## src/rtl/iob_axil2iob_pkg.sv

```systemverilog
// rtl/iob_axil2iob_pkg.sv - shared FSM encodings and AXI response codes for the AXI-Lite to IOb bridge
package iob_axil2iob_pkg;

  typedef enum logic [2:0] {
    ST_IDLE    = 3'd0,
    ST_WR_REQ  = 3'd1,
    ST_WR_RESP = 3'd2,
    ST_RD_REQ  = 3'd3,
    ST_RD_WAIT = 3'd4,
    ST_RD_RESP = 3'd5
  } state_t;

  localparam logic [1:0] RESP_OKAY = 2'b00;

  // last_grant encoding: 1 means the write side won the previous tie
  localparam logic GRANT_RD = 1'b0;
  localparam logic GRANT_WR = 1'b1;

endpackage

```

## src/rtl/iob_reg_re.sv

```systemverilog
// rtl/iob_reg_re.sv - register with load enable, clock enable and asynchronous active-low reset
module iob_reg_re #(
  parameter int                DATA_W  = 1,
  parameter logic [DATA_W-1:0] RST_VAL = '0
) (
  input  logic              clk_i,
  input  logic              cke_i,
  input  logic              arst_n_i,
  input  logic              en_i,
  input  logic [DATA_W-1:0] data_i,
  output logic [DATA_W-1:0] data_o
);

  always_ff @(posedge clk_i or negedge arst_n_i) begin
    if (!arst_n_i) begin
      data_o <= RST_VAL;
    end else if (cke_i && en_i) begin
      data_o <= data_i;
    end
  end

endmodule

```

## src/rtl/iob_axil2iob.sv

```systemverilog
// rtl/iob_axil2iob.sv - AXI-Lite subordinate to IOb manager bridge, one transaction in flight
module iob_axil2iob
  import iob_axil2iob_pkg::*;
#(
  parameter int ADDR_W = 32,
  parameter int DATA_W = 32
) (
  input  logic                clk_i,
  input  logic                cke_i,
  input  logic                arst_n_i,
  input  logic                axil_awvalid_i,
  output logic                axil_awready_o,
  input  logic [ADDR_W-1:0]   axil_awaddr_i,
  input  logic                axil_wvalid_i,
  output logic                axil_wready_o,
  input  logic [DATA_W-1:0]   axil_wdata_i,
  input  logic [DATA_W/8-1:0] axil_wstrb_i,
  output logic                axil_bvalid_o,
  input  logic                axil_bready_i,
  output logic [1:0]          axil_bresp_o,
  input  logic                axil_arvalid_i,
  output logic                axil_arready_o,
  input  logic [ADDR_W-1:0]   axil_araddr_i,
  output logic                axil_rvalid_o,
  input  logic                axil_rready_i,
  output logic [DATA_W-1:0]   axil_rdata_o,
  output logic [1:0]          axil_rresp_o,
  output logic                iob_valid_o,
  output logic [ADDR_W-1:0]   iob_addr_o,
  output logic [DATA_W-1:0]   iob_wdata_o,
  output logic [DATA_W/8-1:0] iob_wstrb_o,
  input  logic                iob_ready_i,
  input  logic                iob_rvalid_i,
  input  logic [DATA_W-1:0]   iob_rdata_i,
  output logic                iob_rready_o
);

  localparam int STRB_W = DATA_W / 8;

  state_t              state, state_nxt;
  logic                aw_full, w_full, ar_full, last_grant;
  logic [ADDR_W-1:0]   aw_addr, ar_addr;
  logic [DATA_W-1:0]   w_data, rdata;
  logic [STRB_W-1:0]   w_strb, strb_eff;
  logic                aw_hs, w_hs, ar_hs;
  logic                wr_avail, rd_avail, pick_wr;
  logic                wr_consume, rd_consume, grant_en, rdata_en;

  assign aw_hs = axil_awvalid_i & ~aw_full;
  assign w_hs  = axil_wvalid_i & ~w_full;
  assign ar_hs = axil_arvalid_i & ~ar_full;

  // IDLE looks at beats arriving this cycle too, so a request reaches IOb one cycle after its handshake
  assign wr_avail = (aw_full | aw_hs) & (w_full | w_hs);
  assign rd_avail = ar_full | ar_hs;
  assign pick_wr  = wr_avail & (~rd_avail | (last_grant == GRANT_RD));
  assign strb_eff = w_full ? w_strb : axil_wstrb_i;

  assign axil_awready_o = ~aw_full;
  assign axil_wready_o  = ~w_full;
  assign axil_arready_o = ~ar_full;
  assign axil_bresp_o   = RESP_OKAY;
  assign axil_rresp_o   = RESP_OKAY;
  assign axil_rdata_o   = rdata;

  iob_reg_re #(.DATA_W(1), .RST_VAL(1'b0)) aw_full_reg (.clk_i, .cke_i, .arst_n_i, .en_i(1'b1),
    .data_i((aw_full | aw_hs) & ~wr_consume), .data_o(aw_full));
  iob_reg_re #(.DATA_W(1), .RST_VAL(1'b0)) w_full_reg (.clk_i, .cke_i, .arst_n_i, .en_i(1'b1),
    .data_i((w_full | w_hs) & ~wr_consume), .data_o(w_full));
  iob_reg_re #(.DATA_W(1), .RST_VAL(1'b0)) ar_full_reg (.clk_i, .cke_i, .arst_n_i, .en_i(1'b1),
    .data_i((ar_full | ar_hs) & ~rd_consume), .data_o(ar_full));
  iob_reg_re #(.DATA_W(ADDR_W)) aw_addr_reg (.clk_i, .cke_i, .arst_n_i, .en_i(aw_hs),
    .data_i(axil_awaddr_i), .data_o(aw_addr));
  iob_reg_re #(.DATA_W(DATA_W)) w_data_reg (.clk_i, .cke_i, .arst_n_i, .en_i(w_hs),
    .data_i(axil_wdata_i), .data_o(w_data));
  iob_reg_re #(.DATA_W(STRB_W)) w_strb_reg (.clk_i, .cke_i, .arst_n_i, .en_i(w_hs),
    .data_i(axil_wstrb_i), .data_o(w_strb));
  iob_reg_re #(.DATA_W(ADDR_W)) ar_addr_reg (.clk_i, .cke_i, .arst_n_i, .en_i(ar_hs),
    .data_i(axil_araddr_i), .data_o(ar_addr));
  iob_reg_re #(.DATA_W(DATA_W)) rdata_reg (.clk_i, .cke_i, .arst_n_i, .en_i(rdata_en),
    .data_i(iob_rdata_i), .data_o(rdata));
  iob_reg_re #(.DATA_W(1), .RST_VAL(GRANT_RD)) last_grant_reg (.clk_i, .cke_i, .arst_n_i,
    .en_i(grant_en), .data_i(pick_wr), .data_o(last_grant));

  always_ff @(posedge clk_i or negedge arst_n_i) begin
    if (!arst_n_i) begin
      state <= ST_IDLE;
    end else if (cke_i) begin
      state <= state_nxt;
    end
  end

  always_comb begin
    state_nxt     = state;
    wr_consume    = 1'b0;
    rd_consume    = 1'b0;
    grant_en      = 1'b0;
    rdata_en      = 1'b0;
    iob_valid_o   = 1'b0;
    iob_rready_o  = 1'b0;
    iob_addr_o    = aw_addr;
    iob_wdata_o   = w_data;
    iob_wstrb_o   = w_strb;
    axil_bvalid_o = 1'b0;
    axil_rvalid_o = 1'b0;
    case (state)
      ST_IDLE: begin
        // only a genuine tie moves the round-robin pointer
        grant_en = wr_avail & rd_avail;
        if (pick_wr) begin
          // an all-zero strobe would look like a read on IOb, so answer it locally
          if (strb_eff == '0) begin
            wr_consume = 1'b1;
            state_nxt  = ST_WR_RESP;
          end else begin
            state_nxt  = ST_WR_REQ;
          end
        end else if (rd_avail) begin
          state_nxt = ST_RD_REQ;
        end
      end
      ST_WR_REQ: begin
        iob_valid_o = 1'b1;
        if (iob_ready_i) begin
          wr_consume = 1'b1;
          state_nxt  = ST_WR_RESP;
        end
      end
      ST_WR_RESP: begin
        axil_bvalid_o = 1'b1;
        if (axil_bready_i) state_nxt = ST_IDLE;
      end
      ST_RD_REQ: begin
        iob_valid_o = 1'b1;
        iob_addr_o  = ar_addr;
        iob_wstrb_o = '0;
        if (iob_ready_i) begin
          rd_consume = 1'b1;
          state_nxt  = ST_RD_WAIT;
        end
      end
      ST_RD_WAIT: begin
        iob_rready_o = 1'b1;
        if (iob_rvalid_i) begin
          rdata_en  = 1'b1;
          state_nxt = ST_RD_RESP;
        end
      end
      ST_RD_RESP: begin
        axil_rvalid_o = 1'b1;
        if (axil_rready_i) state_nxt = ST_IDLE;
      end
      default: state_nxt = ST_IDLE;
    endcase
  end

endmodule

```

## config.mk

```make
export PLATFORM = sky130hd
export DESIGN_NAME = iob_axil2iob
export DESIGN_NICKNAME = d
export VERILOG_FILES = /design/src/rtl/iob_axil2iob_pkg.sv /design/src/rtl/iob_reg_re.sv /design/src/rtl/iob_axil2iob.sv
export SDC_FILE = /design/constraint.sdc
export NUM_CORES = 1
export LEC_CHECK = 0
export BUFFER_PORTS_ARGS = -buffer_cell sky130_fd_sc_hd__buf_2
export CORE_MARGIN = 2
export CORE_UTILIZATION = 26
export DETAILED_ROUTE_END_ITERATION = 6
export HOLD_SLACK_MARGIN = 0.05
export PLACE_DENSITY = 0.57
export SLEW_MARGIN = 20
export SYNTH_ARGS = -nofsm -noshare
export SYNTH_HDL_FRONTEND = slang
export SYNTH_SLANG_ARGS = --single-unit
```

## constraint.sdc

```tcl
create_clock -name clk_i -period 1.7 [get_ports clk_i]
set_input_delay 0 -clock clk_i [delete_from_list [all_inputs] [get_ports clk_i]]
set_output_delay 0 -clock clk_i [all_outputs]
set_load 0.1 [all_outputs]
```

==> results of run 1 <==
## worst register-to-register path, stage by stage, from the launching register on
cell and delay, ns:
dfrtp_1 0.39, buf_4 0.14, buf_6 0.11, buf_6 0.10, nor3b_4 0.15, a2111oi_4 0.36, o21ai_2 0.14, mux2_4 0.31
## registers in the layout (all words and copies together), names as in the netlist
register / flops
rdata_reg.data_o: 32
w_data_reg.data_o: 32
aw_full_reg.data_o: 1
w_strb_reg.data_o: 4
state: 3
last_grant_reg.data_o: 1
aw_addr_reg.data_o: 32
ar_full_reg.data_o: 1
w_full_reg.data_o: 1
ar_addr_reg.data_o: 32
## routing by layer
layer,up-vias,part of all wire,GRT usage
li1,2197,-,-
met1,2360,0.42,0.175
met2,135,0.51,0.260
met3,21,0.054,0.0426
met4,0,0.017,0.0454
met5,-,0,0
## per-stage QoR
stage | setup WS, ns | setup TNS [ns] | util | cell area, um^2
finish | -0.204 | -7.85 | 0.490 | 10700
detailed placement | 0.0673 | 0 | 0.386 | 8440
floorplan | -0.555 | -28.77 | - | 6300
CTS | -0.239 | -8.04 | 0.485 | 10600
global route | -0.280 | -13.44 | 0.490 | 10700
global placement | 0.0996 | 0 | 0.386 | 8440
## logic make-up (layout without fill, tap and decap cells)
kind of cell | count (synthesis) | count (layout) | share of synthesized area
AO/OA/AOI/OAI | 14 | 14 | 0.0170
XOR/XNOR | 1 | 1 | 0.00150
buffers and inverters | 29 | 451 | 0.0273
flip-flops | 139 | 139 | 0.597
multiplexers | 166 | 166 | 0.321
other | 1 | 4 | 0.000644
AND/OR/NAND/NOR | 35 | 35 | 0.0355
## worst max path at each step
stage / end / cells past startpoint / slack, ns / from
detailed placement: state[0]$_DFFE_PN0P_ / 4 / 0.07 / w_strb_reg.data_o[1]$_DFFE_PN0P_
floorplan: rdata_reg.data_o[10]$_DFFE_PN0P_ / 5 / -0.56 / state[0]$_DFFE_PN0P_
CTS: iob_addr_o[17] / 6 / -0.24 / state[2]$_DFFE_PN0P_
finish: iob_addr_o[24] / 6 / -0.20 / state[2]$_DFFE_PN0P_
global placement: state[0]$_DFFE_PN0P_ / 5 / 0.1 / state[0]$_DFFE_PN0P_
global route: iob_addr_o[31] / 6 / -0.28 / state[2]$_DFFE_PN0P_
## area by class of cell
| class | instances | area, um^2 | share of cell area |
|---|---|---|---|
| multi-input combinational | 220 | 2620 | 0.244 |
| tap | 280 | 350 | 0.0326 |
| timing repair buffer | 415 | 3630 | 0.338 |
| clock buffer | 18 | 429 | 0.0400 |
| sequential | 139 | 3480 | 0.324 |
| clock inverter | 13 | 193 | 0.0179 |
| inverter | 5 | 30.0 | 0.00280 |
## what timing repair did
item / 4_1_cts / 5_1_grt
hold endpoints to repair: 274 / 0
gates cloned: 4 / 0
pin swaps: 1 / 9
resized for setup: 9 / 19
hold buffers: 138 / 0
setup buffers: 4 / 5
setup endpoints to repair: 36 / 40
## cell usage in the layout (no fill, tap or decap), types with 2 or more instances in the layout
master,instances
buf_2,207
dlygate4sd3_1,138
dfrtp_1,137
mux2_4,74
mux2_2,49
buf_12,45
mux2_1,42
clkbuf_16,17
buf_4,13
nor2_1,9
clkinvlp_4,5
buf_16,5
buf_6,5
and2_4,4
a21oi_1,4
conb_1,4
bufinv_16,4
clkinv_4,4
nand3_4,3
nor3b_4,2
inv_1,2
nor3_4,2
o22ai_1,2
o21ai_0,2
nand2_1,2
nor2b_1,2
inv_6,2
dfrtp_2,2
==> out/results.tsv, run 1 <==
stage	metric	value	unit
status	status	complete, but fails checks	
status	violations	negative setup slack	
clocking	cts_tree	yes	
sta	fin_crit_sh	1.12	
yosys	synth.most_common_cell	dfrtp_1	
setup_path	path_delay_family	buffers and inverters	
cells_and_area	nets	940	
yosys	synth.top_cell.area_share	0.597	
detailed_routing	drt_wl_total	17300	um
detailed_routing	via_per_inst	4.32	
detailed_routing	drc_errors	0	
setup_path	path_buf_inv	3	
yosys	synth_top_cell_by_area	dfrtp_1	
clocking	clk_pin_slew	0.06	ns
place	gp_congestion	0.750	
global_route	grt.total_usage	0.148	
floorplan	ioPinCount	253	
hold_path	hold_path.class	in2async	
cells_and_area	drive_gt1_frac	0.562	
sta	timing.hold.ws	0.0851	ns
setup_path	required	1.70	ns
sta	hold_viol_final	0	
yosys	ys_async_sr_fraction	1.00	
sta	tightestPinTransition	0.525	ns
detailed_routing	first_pass_iters	4	
yosys	synth.avg_cell_area	15.1	um^2
setup_path	critical-path-max-stage-delay	0.39	ns
sta	relSlewSlack	0.653	
setup_path	timing.rr.start	state[2]$_DFFE_PN0P_	
setup_path	crit_chain	buf_6, nor2b_4, nand2_8, buf_16, mux2_4, buf_12	
clocking	htreeDepth	4	
setup_path	crit_fanout	9	
global_route	grt_pass1_vias	5205	
yosys	synth_cell_types	34	
cells_and_area	num_antenna_cells	0	
clocking	cts_buffers	17	
flow_run	max-cap-violations	0	
global_route	overflow	0	
setup_path	arrival	1.90	ns
sta	slew_violations	0	
sta	fmax	525	MHz
floorplan	die_x	154	um
cells_and_area	stdcell_count	1090	
setup_path	r2r-end	state[0]$_DFFE_PN0P_	
sta	finalSetupViolations	69	
yosys	synth_area_leaders	dfrtp_1, mux2_2, mux2_1, buf_2, buf_4	
clocking	insertion_delay	0.41	ns
global_route	grt_pass1_wl	27400	um
sta	rsz0062_at_grt	true	
yosys	yosysSeqAreaShare	0.597	
detailed_routing	final_antenna_net_count	0	
setup_path	r2r.worst_path.cells	7	
yosys	ys_ff_latch	139	
sta	finClkSkew	0.00756	ns
clocking	root_buffer	clkbuf_16	
yosys	ys.flop_type	dfrtp_1	
yosys	synth_area	0.00582	mm^2
global_route	antenna_found_initial	0	
place	hpwl	10800	um
detailed_routing	drtIter0Drc	151	
cells_and_area	fill_cells	1893	
place	dpl.cell_count	908	
detailed_routing	wl_per_cell	15.9	um
floorplan	die_area	0.0236	mm^2
cells_and_area	synthToLayoutAreaGrowth	84.4	%
yosys	ys.warnings.count	0	
setup_path	cp-start-kind	flop	
setup_path	cpMaxStageDelayCell	dfrtp_1	
floorplan	core_area	0.0219	mm^2
place	portBuffers	248	
setup_path	cp-end-kind	output port	
yosys	synth_commonest_cells	dfrtp_1, mux2_2, mux2_1	
sta	min_period	1.90	ns
yosys	syn_inst	385	
sta	layout_setup_ws	-0.204	ns
detailed_routing	vias	4713	
floorplan	initial_core_util	0.266	
floorplan	num_rows	54	
clocking	clk_path_buf_depth	2	
setup_path	crit_type	reg2out	
clocking	clock-sinks	139	
global_route	grt_max_degree	50	
setup_path	rrSetupSlack	-0.10	ns
floorplan	die_h	154	um
yosys	synth-edff-count	0	
Power of run 1 is left out: the tool's default activity adds up to more than one toggle a clock period on the data nets, which glitch-free logic cannot reach.
==> inputs of run 2 (changes only) <==
--- a/config.mk
+++ b/config.mk
@@ -5,13 +5,15 @@
 export SDC_FILE = /design/constraint.sdc
 export NUM_CORES = 1
 export LEC_CHECK = 0
+export ABC_CLOCK_PERIOD_IN_PS = 1700
 export BUFFER_PORTS_ARGS = -buffer_cell sky130_fd_sc_hd__buf_2
 export CORE_MARGIN = 2
 export CORE_UTILIZATION = 26
 export DETAILED_ROUTE_END_ITERATION = 6
 export HOLD_SLACK_MARGIN = 0.05
-export PLACE_DENSITY = 0.57
+export PLACE_DENSITY = 0.56
 export SLEW_MARGIN = 20
 export SYNTH_ARGS = -nofsm -noshare
 export SYNTH_HDL_FRONTEND = slang
+export SYNTH_HIERARCHICAL = 1
 export SYNTH_SLANG_ARGS = --single-unit
==> out/results.tsv, run 2 <==
stage	metric	value	unit	change
status	status	complete, but fails checks		unchanged
status	violations	negative setup slack		unchanged
detailed_routing	vias	4676		was 4713
detailed_routing	wl_per_cell	15.6	um	was 15.9 um
place	portBuffers	248		unchanged
cells_and_area	seqCellArea	0.00348	mm^2	unchanged
detailed_routing	drtIter0Drc	232		was 151
yosys	synth_cell_types	32		was 34
clocking	htreeDepth	4		unchanged
place	place_ws	-0.0191	ns	was 0.0673 ns
cells_and_area	num_antenna_cells	0		unchanged
global_route	grt_max_degree	55		was 50
detailed_routing	wl_met1	7890	um	was 7280 um
detailed_routing	via_per_inst	4.05		was 4.32
setup_path	required	1.70	ns	about the same
cells_and_area	synthToLayoutAreaGrowth	71.7	%	was 84.4%
detailed_routing	route.met3.wl	1020	um	was 939 um
place	hpwl	11000	um	was 10800 um
yosys	synth_top_cell_by_area	dfrtp_1		unchanged
yosys	synth_commonest_cells	dfrtp_1, mux2_4, mux2_2		was dfrtp_1, mux2_2, mux2_1
global_route	grt_pass1_vias	5104		was 5205
detailed_routing	final_antenna_net_count	0		unchanged
global_route	overflow	0		unchanged
floorplan	num_rows	58		was 54
global_route	grt.total_usage	0.138		was 0.148
floorplan	die_area	0.0264	mm^2	was 0.0236 mm^2
detailed_routing	wl_met2	8960	um	was 8820 um
floorplan	initial_core_util	0.262		was 0.266
clocking	cts_tree	yes		unchanged
sta	fin_crit_sh	1.07		was 1.12
clocking	clock-sinks	139		unchanged
sta	rsz0062_at_grt	true		unchanged
clocking	clk_path_buf_depth	2		unchanged
detailed_routing	highest_layer	met4		unchanged
clocking	cts_buffers	17		unchanged
hold_path	hold_path.class	in2reg		was in2async
cells_and_area	utilization	0.451		was 0.490
yosys	synth_area	0.00653	mm^2	was 0.00582 mm^2
cells_and_area	layout_common_cells	buf_2, mux2_4, dlygate4sd3_1		was buf_2, dlygate4sd3_1, dfrtp_1
cells_and_area	layout_commonest_cell	buf_2		unchanged
yosys	synth.top_cell.area_share	0.532		was 0.597
detailed_routing	drc_errors	0		unchanged
cells_and_area	nets	955		was 940
sta	slew_violations	0		unchanged
yosys	ys_ff_latch	139		unchanged
floorplan	die_x	163	um	was 154 um
setup_path	cp-end-kind	output port		unchanged
sta	finClkSkew	0.00677	ns	was 0.00756 ns
yosys	synth-edff-count	0		unchanged
sta	finalSetupViolations	36		was 69
cells_and_area	multi_input_area	0.00297	mm^2	was 0.00262 mm^2
yosys	synth.most_common_cell	dfrtp_1		unchanged
cells_and_area	drive_gt1_frac	0.622		was 0.562
sta	fmax	552	MHz	was 525 MHz
yosys	yosysSeqAreaShare	0.532		was 0.597
clocking	root_buffer	clkbuf_16		unchanged
setup_path	arrival	1.81	ns	was 1.90 ns
yosys	ys.warnings.count	6		was 0
flow_run	max-cap-violations	0		unchanged
cells_and_area	fill_cells	2211		was 1893
sta	hold_viol_final	0		unchanged
sta	min_period	1.81	ns	was 1.90 ns
setup_path	crit_fanout	8		was 9
yosys	syn_inst	390		was 385
yosys	ys_async_sr_fraction	1.00		unchanged
floorplan	core_area	0.0249	mm^2	was 0.0219 mm^2
yosys	synth.avg_cell_area	16.8	um^2	was 15.1 um^2
yosys	ys.flop_type	dfrtp_1		unchanged
clocking	insertion_delay	0.42	ns	was 0.41 ns
yosys	synth_area_leaders	dfrtp_1, mux2_4, mux2_2, buf_12, nand2_4		was dfrtp_1, mux2_2, mux2_1, buf_2, buf_4
global_route	antenna_found_initial	0		unchanged
floorplan	ioPinCount	253		unchanged
detailed_routing	drt_wl_total	18000	um	was 17300 um
detailed_routing	first_pass_iters	4		unchanged
setup_path	crit_type	reg2out		unchanged
floorplan	die_h	163	um	was 154 um
clocking	clk_pin_slew	0.06	ns	about the same
setup_path	cp-start-kind	flop		unchanged
sta	relSlewSlack	0.431		was 0.653
sta	layout_setup_ws	-0.112	ns	was -0.204 ns
global_route	grt_pass1_wl	28000	um	was 27400 um
place	gp_congestion	0.717		was 0.750
sta	tightestPinTransition	0.851	ns	was 0.525 ns
run 2: cell type report:
class	count	share of cell area
tap	330	0.0368
clock inverter	10	0.0168
multi-input combinational	228	0.265
inverter	7	0.00234
clock buffer	21	0.0419
timing repair buffer	420	0.327
sequential	139	0.310
run 2: what timing repair did:
action / 4_1_cts / 5_1_grt
hold buffers: 138 / 0
buffers inserted: 6 / 4
resized for setup: 46 / 20
gates cloned: 4 / 0
setup endpoints to repair: 39 / 40
hold endpoints to repair: 274 / 0
pin swaps: 3 / 6
run 2: critical path, stage by stage, from the launching register on:
cell	delay, ns
dfrtp_1	0.39
buf_6	0.13
nand3_4	0.10
buf_12	0.14
buf_12	0.14
mux2_4	0.32
buf_12	0.17
run 2: per-layer routing:
metal | vias up | track usage
met4 | 0 | 0.0386
li1 | 2213 | -
met1 | 2301 | 0.171
met3 | 11 | 0.0402
met5 | - | 0
met2 | 151 | 0.234
run 2: through the flow:
step / area, um^2 / setup TNS, ns / std cells / hold WS, ns
floorplan: 6570 / -9.73 / 395 / -0.296
global placement: 8780 / -0.0147 / 974 / -0.130
detailed placement: 8780 / -0.0346 / 974 / -0.132
CTS: 11100 / -4.00 / 1153 / 0.0823
global route: 11200 / -5.82 / 1155 / 0.102
finish: 11200 / -3.22 / 1155 / 0.107
run 2: path summary, 6_finish.rpt:
| kind | from | endpoint | slack, ns | depth (start not counted) |
|---|---|---|---|---|
| setup / recovery | state[0]$_DFFE_PN0P_ | iob_addr_o[8] | -0.11 | 6 |
| hold / removal | iob_rvalid_i | rdata_reg/data_o[7]$_DFFE_PN0P_ | 0.11 | 4 |
| setup reg to reg | w_strb_reg/data_o[1]$_DFFE_PN0P_ | w_full_reg/data_o$_DFFE_PN0P_ | -0.02 | 5 |
| hold reg to reg | rdata_reg/data_o[26]$_DFFE_PN0P_ | rdata_reg/data_o[26]$_DFFE_PN0P_ | 0.50 | 1 |
| max in group asynchronous | arst_n_i | rdata_reg/data_o[31]$_DFFE_PN0P_ | 0.32 | 3 |
| min in group asynchronous | arst_n_i | state[2]$_DFFE_PN0P_ | 0.14 | 3 |
run 2: logic make-up (layout without fill, tap and decap cells):
group / Yosys count / in the layout / synth area share
AOI/OAI and AO/OA: 14 / 14 / 0.0153
other: 2 / 7 / 0.00115
and+or+nand+nor: 36 / 36 / 0.0335
DFF: 139 / 139 / 0.532
buffers and inverters: 28 / 458 / 0.0492
muxes: 171 / 171 / 0.368
Power of run 2 is left out for the same reason.
